### config.mk
export PLATFORM = sky130hd
export DESIGN_NAME = jamma_input_scanner
export DESIGN_NICKNAME = d
export VERILOG_FILES = /design/src/rtl/jamma_pkg.sv /design/src/rtl/jamma_debounce_bit.sv /design/src/rtl/jamma_input_scanner.sv
export SDC_FILE = /design/constraint.sdc
export NUM_CORES = 1
export LEC_CHECK = 0
export ABC_AREA = 1
export ABC_CLOCK_PERIOD_IN_PS = 4300
export CORE_MARGIN = 3
export CORE_UTILIZATION = 64
export CTS_BUF_LIST = sky130_fd_sc_hd__clkbuf_16
export DETAILED_ROUTE_END_ITERATION = 16
export PLACE_DENSITY = 0.87
export SLEW_MARGIN = 10
export SYNTH_ARGS = -nofsm -noshare
export SYNTH_HDL_FRONTEND = slang
export SYNTH_SLANG_ARGS = --single-unit
### constraint.sdc
create_clock -name pclk -period 4.3 [get_ports pclk]
set_clock_uncertainty 0.2 [all_clocks]
set_input_delay 0.86 -clock pclk [delete_from_list [all_inputs] [get_ports pclk]]
set_output_delay 0.86 -clock pclk [all_outputs]
set_load 0.01 [all_outputs]
### src/rtl/jamma_pkg.sv
// Shared definitions for the JAMMA input scanner: bank states, joystick bit map,
// the debounced-input bundle layout and the SOCD cleaning helper.
package jamma_pkg;

  localparam int JOY_UP      = 0;
  localparam int JOY_DOWN    = 1;
  localparam int JOY_LEFT    = 2;
  localparam int JOY_RIGHT   = 3;
  localparam int JOY_FIRE1   = 4;
  localparam int JOY_FIRE2   = 5;
  localparam int JOY_COINBTN = 6;
  localparam int JOY_START   = 7;

  localparam logic [7:0] JOY_RELEASED = 8'hFF;

  localparam int NUM_DB_BITS = 20;

  // Bit 1 of the state is the bank being driven, so jselect decodes cleanly.
  typedef logic [1:0] jamma_state_t;
  localparam jamma_state_t A_SETTLE = 2'b00;
  localparam jamma_state_t A_SAMPLE = 2'b01;
  localparam jamma_state_t B_SETTLE = 2'b10;
  localparam jamma_state_t B_SAMPLE = 2'b11;

  typedef struct packed {
    logic       service_n;
    logic       test_n;
    logic [1:0] coin;
    logic [7:0] joy2;
    logic [7:0] joy1;
  } jamma_inputs_t;

  // Opposing directions held together read as neither (active-low word).
  function automatic logic [7:0] socd_clean(input logic [7:0] j);
    logic [7:0] r;
    r = j;
    if (!j[JOY_UP] && !j[JOY_DOWN]) begin
      r[JOY_UP]   = 1'b1;
      r[JOY_DOWN] = 1'b1;
    end
    if (!j[JOY_LEFT] && !j[JOY_RIGHT]) begin
      r[JOY_LEFT]  = 1'b1;
      r[JOY_RIGHT] = 1'b1;
    end
    return r;
  endfunction

endpackage

### src/rtl/jamma_debounce_bit.sv
// One debounced input bit: the output only moves after DB_SAMPLES consecutive
// sample-point readings that disagree with it.
module jamma_debounce_bit #(
  parameter int DB_SAMPLES = 4
) (
  input  logic pclk,
  input  logic reset,
  input  logic sample,
  input  logic sample_en,
  output logic out
);

  logic       out_q, out_d;
  logic [3:0] cnt_q, cnt_d;

  // The commit happens one cycle after the count is reached, independent of
  // sample_en; the pending value is always the inverse of the current output.
  always_comb begin
    out_d = out_q;
    cnt_d = cnt_q;
    if (cnt_q == 4'(DB_SAMPLES)) begin
      out_d = ~out_q;
      cnt_d = '0;
    end else if (sample_en) begin
      if (sample == out_q) cnt_d = '0;
      else                 cnt_d = cnt_q + 4'd1;
    end
  end

  always_ff @(posedge pclk) begin
    if (reset) begin
      out_q <= 1'b1;
      cnt_q <= '0;
    end else begin
      out_q <= out_d;
      cnt_q <= cnt_d;
    end
  end

  assign out = out_q;

endmodule

### src/rtl/jamma_input_scanner.sv
// Scans the shared JAMMA joystick bus bank by bank and debounces every input.
// Optional: define JAMMA_SOCD_CLEAN_EN to cancel opposing directions on joy1/joy2.
module jamma_input_scanner
  import jamma_pkg::*;
#(
  parameter int SETTLE_CYCLES = 8,
  parameter int DB_SAMPLES    = 4
) (
  input  logic       pclk,
  input  logic       reset,
  input  logic [7:0] jjoy,
  input  logic [5:0] local_joy,
  input  logic [1:0] jcoin,
  input  logic       jtest,
  input  logic       jservice,
  output logic       jselect,
  output logic [7:0] joy1,
  output logic [7:0] joy2,
  output logic [1:0] coin,
  output logic       test_n,
  output logic       service_n,
  output logic       scan_done
);

  localparam logic [7:0] SETTLE_LAST = 8'(SETTLE_CYCLES - 1);

  // Two-flop synchronisers for everything arriving from the cabinet harness.
  logic [11:0] meta_q, sync_q;

  always_ff @(posedge pclk) begin
    if (reset) begin
      meta_q <= '1;
      sync_q <= '1;
    end else begin
      meta_q <= {jservice, jtest, jcoin, jjoy};
      sync_q <= meta_q;
    end
  end

  jamma_state_t state_q, state_d;
  logic [7:0]   settle_q, settle_d;

  always_comb begin
    state_d  = state_q;
    settle_d = settle_q;
    case (state_q)
      A_SETTLE, B_SETTLE: begin
        if (settle_q == SETTLE_LAST) begin
          settle_d = '0;
          state_d  = (state_q == A_SETTLE) ? A_SAMPLE : B_SAMPLE;
        end else begin
          settle_d = settle_q + 8'd1;
        end
      end
      A_SAMPLE: state_d = B_SETTLE;
      B_SAMPLE: state_d = A_SETTLE;
      default:  state_d = A_SETTLE;
    endcase
  end

  always_ff @(posedge pclk) begin
    if (reset) begin
      state_q  <= A_SETTLE;
      settle_q <= '0;
    end else begin
      state_q  <= state_d;
      settle_q <= settle_d;
    end
  end

  assign jselect   = (state_q == B_SETTLE) || (state_q == B_SAMPLE);
  assign scan_done = (state_q == B_SAMPLE);

  // The bus carries whichever bank is selected, so joy1 and joy2 share it;
  // the sample enables decide which debouncers actually look at it.
  jamma_inputs_t          raw;
  logic [NUM_DB_BITS-1:0] raw_bits, en_bits, db_bits;

  always_comb begin
    raw.joy1      = sync_q[7:0] & {2'b11, local_joy};
    raw.joy2      = sync_q[7:0];
    raw.coin      = sync_q[9:8];
    raw.test_n    = sync_q[10];
    raw.service_n = sync_q[11];
  end

  assign raw_bits = raw;
  assign en_bits  = {{(NUM_DB_BITS-8){state_q == B_SAMPLE}}, {8{state_q == A_SAMPLE}}};

  generate
    for (genvar g = 0; g < NUM_DB_BITS; g++) begin : g_db
      jamma_debounce_bit #(.DB_SAMPLES(DB_SAMPLES)) u_db (
        .pclk      (pclk),
        .reset     (reset),
        .sample    (raw_bits[g]),
        .sample_en (en_bits[g]),
        .out       (db_bits[g])
      );
    end
  endgenerate

  jamma_inputs_t db;
  assign db = db_bits;

`ifdef JAMMA_SOCD_CLEAN_EN
  assign joy1 = socd_clean(db.joy1);
  assign joy2 = socd_clean(db.joy2);
`else
  assign joy1 = db.joy1;
  assign joy2 = db.joy2;
`endif

  assign coin      = db.coin;
  assign test_n    = db.test_n;
  assign service_n = db.service_n;

endmodule
==> metrics.txt <==
outcome=completed; largest net degree at the start of global routing=45; Setup TNS Final=0 ps; CP endpoint kind=output pin; final hold violation count=0; Worst path max stage delay=530 ps; Cell Rows=35; Die Wd=106 um; area leader, netlist=dfxtp_1; WP depth=5; crit path max fanout=3; Clock Path Buffers=2; Synth area leaders=dfxtp_1 (42%), nand2_1 (9.5%), ha_1 (8.9%), xor2_1 (6.5%), nor2_1 (5.5%); Overall Global Routing Usage=0.240; initial antenna violation count=0; Yosys top cell area share=0.423; Detail Route Antenna Nets=0; CP delay by family, top=buffers and inverters; TritonCTS Buffers=17; final hold slack=206 ps; DR iter-0 viols=260; Static Leakage=0.00300 uW; Crit-path slowest cell=clkdlybuf4s50_1; CTS Root Cell=clkbuf_16; global-route wire length before repair=22000 um; Final period util=0.636; CORE AREA=9420 um^2; mapped cell area=6340 um^2; min-delay worst type=flop to flop; final net count=889; WL per Instance=13.0 um; post_cts resized=0; startpoint types=flop; final wirelength=12600 um; CP arrival=1680 ps; syn nets=864; Worst Setup SP=state_q[0]; post-synthesis register bit count=134; register area share after synthesis=0.423; Setup WS pre-CTS=1870 ps; kind of critical path=flop to output pin; crit path to=jselect; most frequent CP cell=inv_1; # IOs=42; CTS tree=done; post-CTS setup buffer count=0; vias=5112; GP Congestion=0.783; critical path cell sequence=inv_1, ha_1, inv_1, nand2_1, clkdlybuf4s50_1; first drt pass iteration count=5; Worst Max-Slew Pin Slew=746 ps; unrepaired setup endpoints after global routing=false; gr ovfl total=0; Antenna diodes=0; die height=106 um; Highest Clock Rate=365 MHz; Vias/cell=5.29; Final min period=2740 ps; Clock transition at path regs=50 ps; Syn Area/Cell=7.94 um^2; Sink Count=134; Power Density=449 nW/um^2; WP buf/inv=3; Slew Limit Fails=0; Area Overhead vs Synth=13.6%; reg2reg end=g_db[6].u_db.cnt_q[3]; # fillers=644; Min-Delay Path Depth=1; Netlist cell types=29; # hold bufs at CTS=0; setup ws final=1560 ps; MaxCap Viol Count=0; starting density of the core=0.673; max_slew headroom=0.503; layout cells sized above 1=0.0824; synth warn=0; Worst R2R Start=state_q[1]; htree depth=4; share of the core filled with cells=0.765; port buffer count=41; r2r setup slk=1900 ps; r2r worst-path depth=5; endpoints failing setup=0; Mapped Cells=799; Die Area=11100 um^2; VDD IR-drop max=0.000397 V; vias in the first global route=5090; CP required=3240 ps; total power=3230 uW; drc violations=0; latest clock arrival within the worst-skew pair=410 ps; dpl hpwl=8560 um
[cells by family after synthesis]
kind of cell	Yosys count	synth area share
AOI/OAI and AO/OA	101	0.0864
adders and majority gates	45	0.0888
and+or+nand+nor	359	0.247
DFF	134	0.423
buffers and inverters	111	0.0868
xor gates and xnor gates	49	0.0677
[synthesized netlist by cell type]
cell type  instances
a31oi_1            1
a21oi_1           46
buf_6              6
xnor2_1            2
buf_4             21
nor2_2             2
buf_2              7
clkbuf_1           3
nand2_1          161
nor3_1             4
or2_0              9
buf_1              1
xor2_1            47
nor3_2             1
clkbuf_2           1
ha_1              45
inv_2              1
or2_2             31
nor2_1            93
o21ai_1            4
o21ai_2            5
nand3_1           33
dfxtp_1          134
o21ai_0           36
nand4_1           24
or2_1              1
clkinv_1           1
inv_1             70
a21boi_0           9
[cell usage in the layout (no fill, tap or decap), drive strengths merged]
master	n
xor2	47
nor3	5
clkinvlp	1
nand2	161
clkbuf	17
inv	73
a31oi	1
a21boi	9
dfxtp	134
nand3	33
nand4	24
bufinv	2
a21oi	46
ha	45
o21ai	45
nor2	95
or2	41
clkdlybuf4s50	40
buf	5
xnor2	2
clkinv	11
[stage by stage]
stage          instances  area, um^2
2_1_floorplan        799        6340
3_3_place_gp         934        6660
3_5_place_dp         934        6660
4_1_cts              966        7200
5_1_grt              966        7200
6_report             966        7200
[how the worst min path moves through the flow]
stage	start	end	slack, ps
after detailed placement	meta_q[4]	sync_q[4]	190
after CTS	meta_q[4]	sync_q[4]	210
after floorplan	meta_q[0]	sync_q[0]	190
final	meta_q[4]	sync_q[4]	210
after global placement	meta_q[0]	sync_q[0]	190
after global routing	meta_q[11]	sync_q[11]	220
[sequential cells by signal, indices dropped and copies added, names as in the netlist]
name and cells:
g_db.u_db.out 20, settle_q 8, state_q 2, meta_q 12, sync_q 12, g_db.u_db.cnt_q 80
[routing by layer]
metal | track usage | share of wire | vias to the layer above
met3 | 0.0527 | 0.043 | 31
li1 | - | - | 2593
met2 | 0.423 | 0.51 | 104
met1 | 0.277 | 0.42 | 2384
met5 | 0 | 0 | -
met4 | 0.114 | 0.028 | 0
[final cells by class]
type                    count  area (um^2)  share of cell area
multi-input cells         554         3110               0.431
flip-flops and latches    134         2680               0.372
repair buffers             45          435              0.0604
clock buffers              17          425              0.0590
inverters                  72          270              0.0375
well taps                 129          161              0.0224
clock inverters            15          121              0.0168
[where the power goes]
group          total [uW]  internal, uW  switching [uW]
logic                 489           177             312
clock network        1340           831             505
registers            1410          1330            77.1
total                3230          2340             894
Note: power is estimated with default switching activity, not from simulation.
